==> src/rtl/sgen_cordic_seq.sv <==
// -----------------------------------------------------------------------------
// sgen_cordic_seq
//
// Sequential full-circle CORDIC engine: one sample in flight at a time, one
// micro-rotation per enabled clock. Works in rotation mode (drive z to 0) or
// vectoring mode (drive y to 0). A quadrant pre-rotation on capture gives
// the full +/-pi range, and an optional 1/K_N gain stage with saturation
// follows the iterations.
//
// Ports
//   i_clk, i_rst      clock (rising edge), asynchronous active-high reset
//   i_ena             clock enable; everything freezes while low
//   i_valid, o_ready  input handshake (o_ready = IDLE and i_ena)
//   i_x, i_y, i_z     signed input vector and angle (full circle = 2^gp_z_width)
//   o_valid, i_ready  output handshake; the result is held until accepted
//   o_x, o_y          saturated signed result
//   o_z               residual (rotation) or accumulated (vectoring) angle,
//                     wrapped modulo 2*pi
//   o_sat             o_x or o_y was clamped for the current result
// -----------------------------------------------------------------------------
module sgen_cordic_seq #(
    parameter bit gp_mode_rot_vec = 1'b1,
    parameter int gp_nr_iter      = 16,
    parameter int gp_xy_width     = 16,
    parameter int gp_z_width      = 16,
    parameter bit gp_gain_comp    = 1'b1
) (
    input  logic                          i_clk,
    input  logic                          i_rst,
    input  logic                          i_ena,
    input  logic                          i_valid,
    output logic                          o_ready,
    input  logic signed [gp_xy_width-1:0] i_x,
    input  logic signed [gp_xy_width-1:0] i_y,
    input  logic signed [gp_z_width-1:0]  i_z,
    output logic                          o_valid,
    input  logic                          i_ready,
    output logic signed [gp_xy_width-1:0] o_x,
    output logic signed [gp_xy_width-1:0] o_y,
    output logic signed [gp_z_width-1:0]  o_z,
    output logic                          o_sat
);

    localparam int  XW   = gp_xy_width;
    localparam int  ZW   = gp_z_width;
    localparam int  N    = gp_nr_iter;
    localparam int  CW   = $clog2(N);
    localparam int  IW   = XW + 2 + CW;   // x/y datapath: guard for gain and pre-rotation growth
    localparam int  ZIW  = ZW + 1;        // z datapath
    localparam int  PW   = IW + XW + 1;   // gain product width
    localparam real PI_R = 3.14159265358979323846;

    // ---------------------------------------------------------------------
    // Elaboration-time constants
    // ---------------------------------------------------------------------
    function automatic real neg_pow2(input int e);
        real p;
        p = 1.0;
        for (int k = 0; k < e; k++) p = p / 2.0;
        return p;
    endfunction

    function automatic real pos_pow2(input int e);
        real p;
        p = 1.0;
        for (int k = 0; k < e; k++) p = p * 2.0;
        return p;
    endfunction

    // atan(2^-i) in angle LSBs, rounded to nearest (all entries are positive)
    function automatic int atan_lsb(input int i);
        real ang;
        ang = $atan(neg_pow2(i)) * pos_pow2(ZW) / (2.0 * PI_R);
        return $rtoi(ang + 0.5);
    endfunction

    // round(2^(XW-1) / K_N), K_N = prod sqrt(1 + 2^-2i)
    function automatic int kc_lsb();
        real k;
        k = 1.0;
        for (int i = 0; i < N; i++) k = k * $sqrt(1.0 + neg_pow2(2 * i));
        return $rtoi(pos_pow2(XW - 1) / k + 0.5);
    endfunction

    localparam logic signed [ZIW-1:0] HALF_PI = {2'b00, 1'b1, {(ZW-2){1'b0}}};
    localparam logic signed [PW-1:0]  SAT_MAX = (PW'(1) <<< (XW - 1)) - PW'(1);
    localparam logic signed [PW-1:0]  SAT_MIN = -(PW'(1) <<< (XW - 1));

    logic signed [ZIW-1:0] atan_tab [N];
    for (genvar gi = 0; gi < N; gi++) begin : g_atan
        localparam int ATAN_V = atan_lsb(gi);
        assign atan_tab[gi] = ZIW'(ATAN_V);
    end

    // Returns {clamped, value}
    function automatic logic [XW:0] saturate(input logic signed [PW-1:0] v);
        logic [XW:0] r;
        if (v > SAT_MAX)      r = {1'b1, SAT_MAX[XW-1:0]};
        else if (v < SAT_MIN) r = {1'b1, SAT_MIN[XW-1:0]};
        else                  r = {1'b0, v[XW-1:0]};
        return r;
    endfunction

    // ---------------------------------------------------------------------
    // State
    // ---------------------------------------------------------------------
    typedef enum logic [1:0] {ST_IDLE, ST_ITER, ST_GAIN, ST_DONE} state_t;

    state_t                 state_q, state_d;
    logic signed [IW-1:0]   x_q, x_d, y_q, y_d;
    logic signed [ZIW-1:0]  z_q, z_d;
    logic [CW-1:0]          iter_q, iter_d;
    logic signed [XW-1:0]   o_x_q, o_x_d, o_y_q, o_y_d;
    logic signed [ZW-1:0]   o_z_q, o_z_d;
    logic                   o_sat_q, o_sat_d;
    logic                   o_valid_q, o_valid_d;

    // ---------------------------------------------------------------------
    // Combinational helpers
    // ---------------------------------------------------------------------
    logic signed [IW-1:0]  in_x, in_y;
    logic signed [ZIW-1:0] in_z;
    assign in_x = IW'(i_x);
    assign in_y = IW'(i_y);
    assign in_z = ZIW'(i_z);

    // Gain stage: x*Kc and y*Kc, rounded half-up back to the x/y scale
    logic signed [PW-1:0] gx_full, gy_full;
    if (gp_gain_comp) begin : g_gain
        localparam logic signed [PW-1:0] KC  = PW'(kc_lsb());
        localparam logic signed [PW-1:0] RND = PW'(1) <<< (XW - 2);
        logic signed [PW-1:0] px, py;
        assign px      = PW'(x_q) * KC;
        assign py      = PW'(y_q) * KC;
        assign gx_full = (px + RND) >>> (XW - 1);
        assign gy_full = (py + RND) >>> (XW - 1);
    end else begin : g_raw
        assign gx_full = PW'(x_q);
        assign gy_full = PW'(y_q);
    end

    logic [XW:0]          sat_x, sat_y;
    logic signed [IW-1:0] x_sh, y_sh;
    logic                 d_pos;

    always_comb begin
        state_d   = state_q;
        x_d       = x_q;
        y_d       = y_q;
        z_d       = z_q;
        iter_d    = iter_q;
        o_x_d     = o_x_q;
        o_y_d     = o_y_q;
        o_z_d     = o_z_q;
        o_sat_d   = o_sat_q;
        o_valid_d = o_valid_q;

        sat_x = saturate(gx_full);
        sat_y = saturate(gy_full);
        x_sh  = x_q >>> iter_q;
        y_sh  = y_q >>> iter_q;
        // d = +1: rotation when z >= 0, vectoring when y < 0
        d_pos = gp_mode_rot_vec ? !z_q[ZIW-1] : y_q[IW-1];

        if (i_ena) begin
            unique case (state_q)
                ST_IDLE: begin
                    if (i_valid) begin
                        x_d     = in_x;
                        y_d     = in_y;
                        z_d     = in_z;
                        iter_d  = '0;
                        state_d = ST_ITER;
                        // Fold the input into the right half-plane / +-pi/2 range
                        if (gp_mode_rot_vec) begin
                            if (i_z[ZW-1:ZW-2] == 2'b01) begin
                                x_d = -in_y;
                                y_d = in_x;
                                z_d = in_z - HALF_PI;
                            end else if (i_z[ZW-1:ZW-2] == 2'b10) begin
                                x_d = in_y;
                                y_d = -in_x;
                                z_d = in_z + HALF_PI;
                            end
                        end else if (i_x[XW-1]) begin
                            if (!i_y[XW-1]) begin
                                x_d = in_y;
                                y_d = -in_x;
                                z_d = in_z + HALF_PI;
                            end else begin
                                x_d = -in_y;
                                y_d = in_x;
                                z_d = in_z - HALF_PI;
                            end
                        end
                    end
                end
                ST_ITER: begin
                    if (d_pos) begin
                        x_d = x_q - y_sh;
                        y_d = y_q + x_sh;
                        z_d = z_q - atan_tab[iter_q];
                    end else begin
                        x_d = x_q + y_sh;
                        y_d = y_q - x_sh;
                        z_d = z_q + atan_tab[iter_q];
                    end
                    iter_d = iter_q + CW'(1);
                    if (iter_q == CW'(N - 1)) state_d = ST_GAIN;
                end
                ST_GAIN: begin
                    o_x_d     = sat_x[XW-1:0];
                    o_y_d     = sat_y[XW-1:0];
                    o_sat_d   = sat_x[XW] | sat_y[XW];
                    o_z_d     = z_q[ZW-1:0];   // wraps modulo 2*pi
                    o_valid_d = 1'b1;
                    state_d   = ST_DONE;
                end
                ST_DONE: begin
                    if (i_ready) begin
                        o_valid_d = 1'b0;
                        state_d   = ST_IDLE;
                    end
                end
                default: state_d = ST_IDLE;
            endcase
        end
    end

    always_ff @(posedge i_clk or posedge i_rst) begin
        if (i_rst) begin
            state_q   <= ST_IDLE;
            x_q       <= '0;
            y_q       <= '0;
            z_q       <= '0;
            iter_q    <= '0;
            o_x_q     <= '0;
            o_y_q     <= '0;
            o_z_q     <= '0;
            o_sat_q   <= 1'b0;
            o_valid_q <= 1'b0;
        end else begin
            state_q   <= state_d;
            x_q       <= x_d;
            y_q       <= y_d;
            z_q       <= z_d;
            iter_q    <= iter_d;
            o_x_q     <= o_x_d;
            o_y_q     <= o_y_d;
            o_z_q     <= o_z_d;
            o_sat_q   <= o_sat_d;
            o_valid_q <= o_valid_d;
        end
    end

    assign o_ready = (state_q == ST_IDLE) && i_ena;
    assign o_valid = o_valid_q;
    assign o_x     = o_x_q;
    assign o_y     = o_y_q;
    assign o_z     = o_z_q;
    assign o_sat   = o_sat_q;

endmodule
==> config.mk <==
export PLATFORM = sky130hd
export DESIGN_NAME = sgen_cordic_seq
export DESIGN_NICKNAME = d
export VERILOG_FILES = /design/src/rtl/sgen_cordic_seq.sv
export SDC_FILE = /design/constraint.sdc
export NUM_CORES = 2
export LEC_CHECK = 0
export ABC_AREA = 1
export CAP_MARGIN = 0
export CORE_ASPECT_RATIO = 0.75
export CORE_MARGIN = 8
export CORE_UTILIZATION = 35
export DETAILED_ROUTE_END_ITERATION = 10
export GPL_ROUTABILITY_DRIVEN = 1
export PLACE_DENSITY_LB_ADDON = 0.08
export SYNTH_ARGS = -nofsm -noshare
export SYNTH_HDL_FRONTEND = slang
export SYNTH_SLANG_ARGS = --single-unit
==> constraint.sdc <==
create_clock -name i_clk -period 7.7 [get_ports i_clk]
set_clock_uncertainty 0.2 [all_clocks]
set_input_delay 2.31 -clock i_clk [delete_from_list [all_inputs] [get_ports i_clk]]
set_output_delay 2.31 -clock i_clk [all_outputs]
set_load 0.05 [all_outputs]
==> out/results.ini <==
[placed_design]
placed_area_mm2 = 0.0312
gp_congestion = 0.906
dp_slack_ns = 0.285
hpwl_um = 81900
io_buffers = 103

[floorplanning]
design.die.area_mm2 = 0.0918
die_x_um = 347
fp.coreArea_mm2 = 0.0819
start_util_pct = 35.2
row_count = 91
die_y_um = 264
ioPinCount = 104

[timing]
finalWorstSetupSlack_ns = 0.355
period_needed_ns = 7.35
slew_headroom_pct = 31.6
rsz0062_at_grt = no
finalMaxSlewViolations = 0
final.setup.tns_ns = 0
max_freq_ghz = 0.136
tightest_slew_ns = 1.02
setup_viol = 0
fin_crit_sh_pct = 95.4
hold_viol_final = 0

[worst_setup_path]
critPathMaxFanout = 16
crit_required_ns = 7.91
cp_common_cell = inv_1
crit_family = adder cells
worstPathBufferInverterCount = 7
crit_type = flop to flop
cp_slowest_stage_delay_ns = 0.57
worstSetupStartpointType = flop
worst_setup_path_end_kind = flop
crit_arrival_ns = 7.55
cpMaxStageDelayCell = fa_1

[layout]
final_cell_area_mm2 = 0.0319
diodes = 0
nNetsFinal = 5015
drive_gt1_share_pct = 5.29
syn_to_final_growth_pct = 10.7

[cts]
worstSkewPairLatency_ns = 0.51
cts_made_buffers = 17
cts.reportedPaths.clkPinSlew_ns = 0.07
clock_path_buffers = 2
cts_tree = yes
cts_root_buf = clkbuf_16
cts_sinks = 117
htree_levels = 4

[synth]
ys_seq_area_share_pct = 10.2
synth_warnings = 0
syn_nets = 4920
netlist_instances = 4243
avgSynthCellArea_um2 = 6.78
synth.distinct_cells = 63
ys_ff_latch = 117
synth_edf_count = 0
ys_async_sr_fraction_pct = 100
synth_area_mm2 = 0.0288
synth-main-ff-cell = dfrtp_1

[hold_path]
min_path_type = flop to flop

[global_routing]
busiest_layer = met1
grt_pass1_wl_um = 151000
antenna_found_initial = 1
grt_max_degree = 85
grt_pass1_vias = 26000
overflow = 0
grt.total_usage_pct = 20.8
met2_usage_pct = 30.6
grt.met1_usage_pct = 32.2
met3_usage_pct = 3.49

[detailed_routing]
vias = 26000
vias_per_cell = 4.80
drt_iter0_drc = 1620
route.detailed.wl_per_inst_um = 17.7
wl_um = 96100
postRouteAntennaNets = 0
drc = 0
dr.pass1.iters = 6

[status]
status = finished clean

[run]
drv_cap = 0

[placed cells by master (no fill, tap or decap), types with 11 or more instances in the layout]
cell type and n:
nor3_1 21, xnor2_1 36, nor2_1 279, a21oi_2 14, ha_1 328, nand4_1 55, nand3_2 11, xor2_1 80
nand3_1 162, fa_1 294, o21ai_1 14, a31oi_1 29, clkbuf_16 17, buf_4 55, nor2_4 12, a21oi_1 174
a22oi_1 13, inv_2 24, inv_1 980, nand2_2 23, nor2_2 26, dfrtp_1 112, o211ai_1 23, o21ai_0 266
and2_1 14, nand2_1 1033, clkdlybuf4s50_1 103
[logic make-up (layout without fill, tap and decap cells)]
group / count (synthesis) / in the layout / share of synthesized area [%]
flops: 117 / 117 / 10.2
xor+xnor: 118 / 118 / 3.62
buf+inv: 1100 / 1208 / 14.5
mux: 10 / 10 / 0.348
compound gates: 608 / 608 / 12.1
fa+ha+maj: 624 / 624 / 34.8
simple gates: 1666 / 1666 / 24.5
[final cells by class]
class | instances | area, um^2
Fill cell | 8859 | 50000
Multi-Input combinational cell | 3026 | 21700
Inverter | 1015 | 3810
Sequential cell | 117 | 2930
Timing Repair Buffer | 161 | 1500
Tap cell | 1069 | 1340
Clock buffer | 17 | 425
Clock inverter | 15 | 154
[final timing paths]
path,start,end,slack (ns),cells past startpoint
min reg2reg,o_x[10],o_x[10],0.28,2
min,o_x[10],o_x[10],0.28,2
max,y_q[7],o_y[14],0.35,32
min in group asynchronous,i_rst,o_x[6],1.96,2
max in group asynchronous,i_rst,x_q[16],4.38,3
max reg2reg,y_q[7],o_y[14],0.35,32
[registers in the layout, summed over array words and instances, names as in the netlist]
name / flops
x_q: 22
y_q: 22
z_q: 17
o_x: 16
o_y: 16
o_z: 16
iter_q: 4
state_q: 2
o_sat: 1
o_valid: 1
[what timing repair did]
action / CTS / global route
setup buffers: 0 / 4
setup endpoints to repair: 0 / 31
resized for setup: 0 / 6
endpoints found under the hold margin: 0 / 0
hold buffers: 0 / 0
[worst reg2reg max path, delay by kind of cell, from the launching register on]
| kind | cells | cell delay [ns] |
|---|---|---|
| adder cells (fa/ha/maj) | 8 | 3.65 |
| AND/OR/NAND/NOR | 14 | 1.81 |
| flip-flops | 1 | 0.52 |
| buffers and inverters | 7 | 0.45 |
| AO/OA/AOI/OAI | 2 | 0.43 |
| XOR/XNOR | 1 | 0.20 |
[through the flow]
step	util (%)	hold WS [ns]	instances
6_report	38.9	0.278	5420
5_1_grt	38.9	0.309	5420
4_1_cts	38.8	0.286	5416
3_5_place_dp	38.1	0.269	5384
3_3_place_gp	38.1	0.267	5384
2_1_floorplan	-	0.270	4243
[layer usage]
| layer | vias up | routed length (um) |
|---|---|---|
| met4 | 0 | 937 |
| met5 | - | 0 |
| met2 | 554 | 38800 |
| met1 | 12100 | 51300 |
| li1 | 13400 | - |
| met3 | 56 | 5110 |
[cell usage after synthesis (all sizes together), types with 2 or more instances]
library cell     n  area share, %
o311ai           2          0.061
a32oi            7           0.21
a211o            2          0.061
o22ai            9           0.20
a221oi           6           0.18
clkinv          10           0.13
a211oi           4           0.10
a31oi           29           0.63
ha             330             14
and3             2          0.043
buf             33           0.62
xor2            81            2.5
o31ai           10           0.26
o21a             3          0.078
fa             294             20
nor4             5           0.11
or2              8           0.17
nor3            25           0.50
mux2i           10           0.35
nor3b            2          0.052
nor2           317            4.7
a21o             3          0.078
nand4           55            1.2
nand3b           6           0.16
and2            14           0.30
a2bb2oi          2          0.083
nand3          173            3.2
inv           1005             13
a21oi          189            3.5
dfrtp          117             10
a22oi           13           0.34
clkbuf          52           0.68
a21boi           4           0.10
xnor2           37            1.2
o21bai           7           0.21
o211ai          23           0.60
o21ai          283            5.0
nand2         1058             14
o221ai           8           0.24
Power is not shown: default switching activity piles up to over one toggle a cycle in this logic, so the estimate is an artifact.
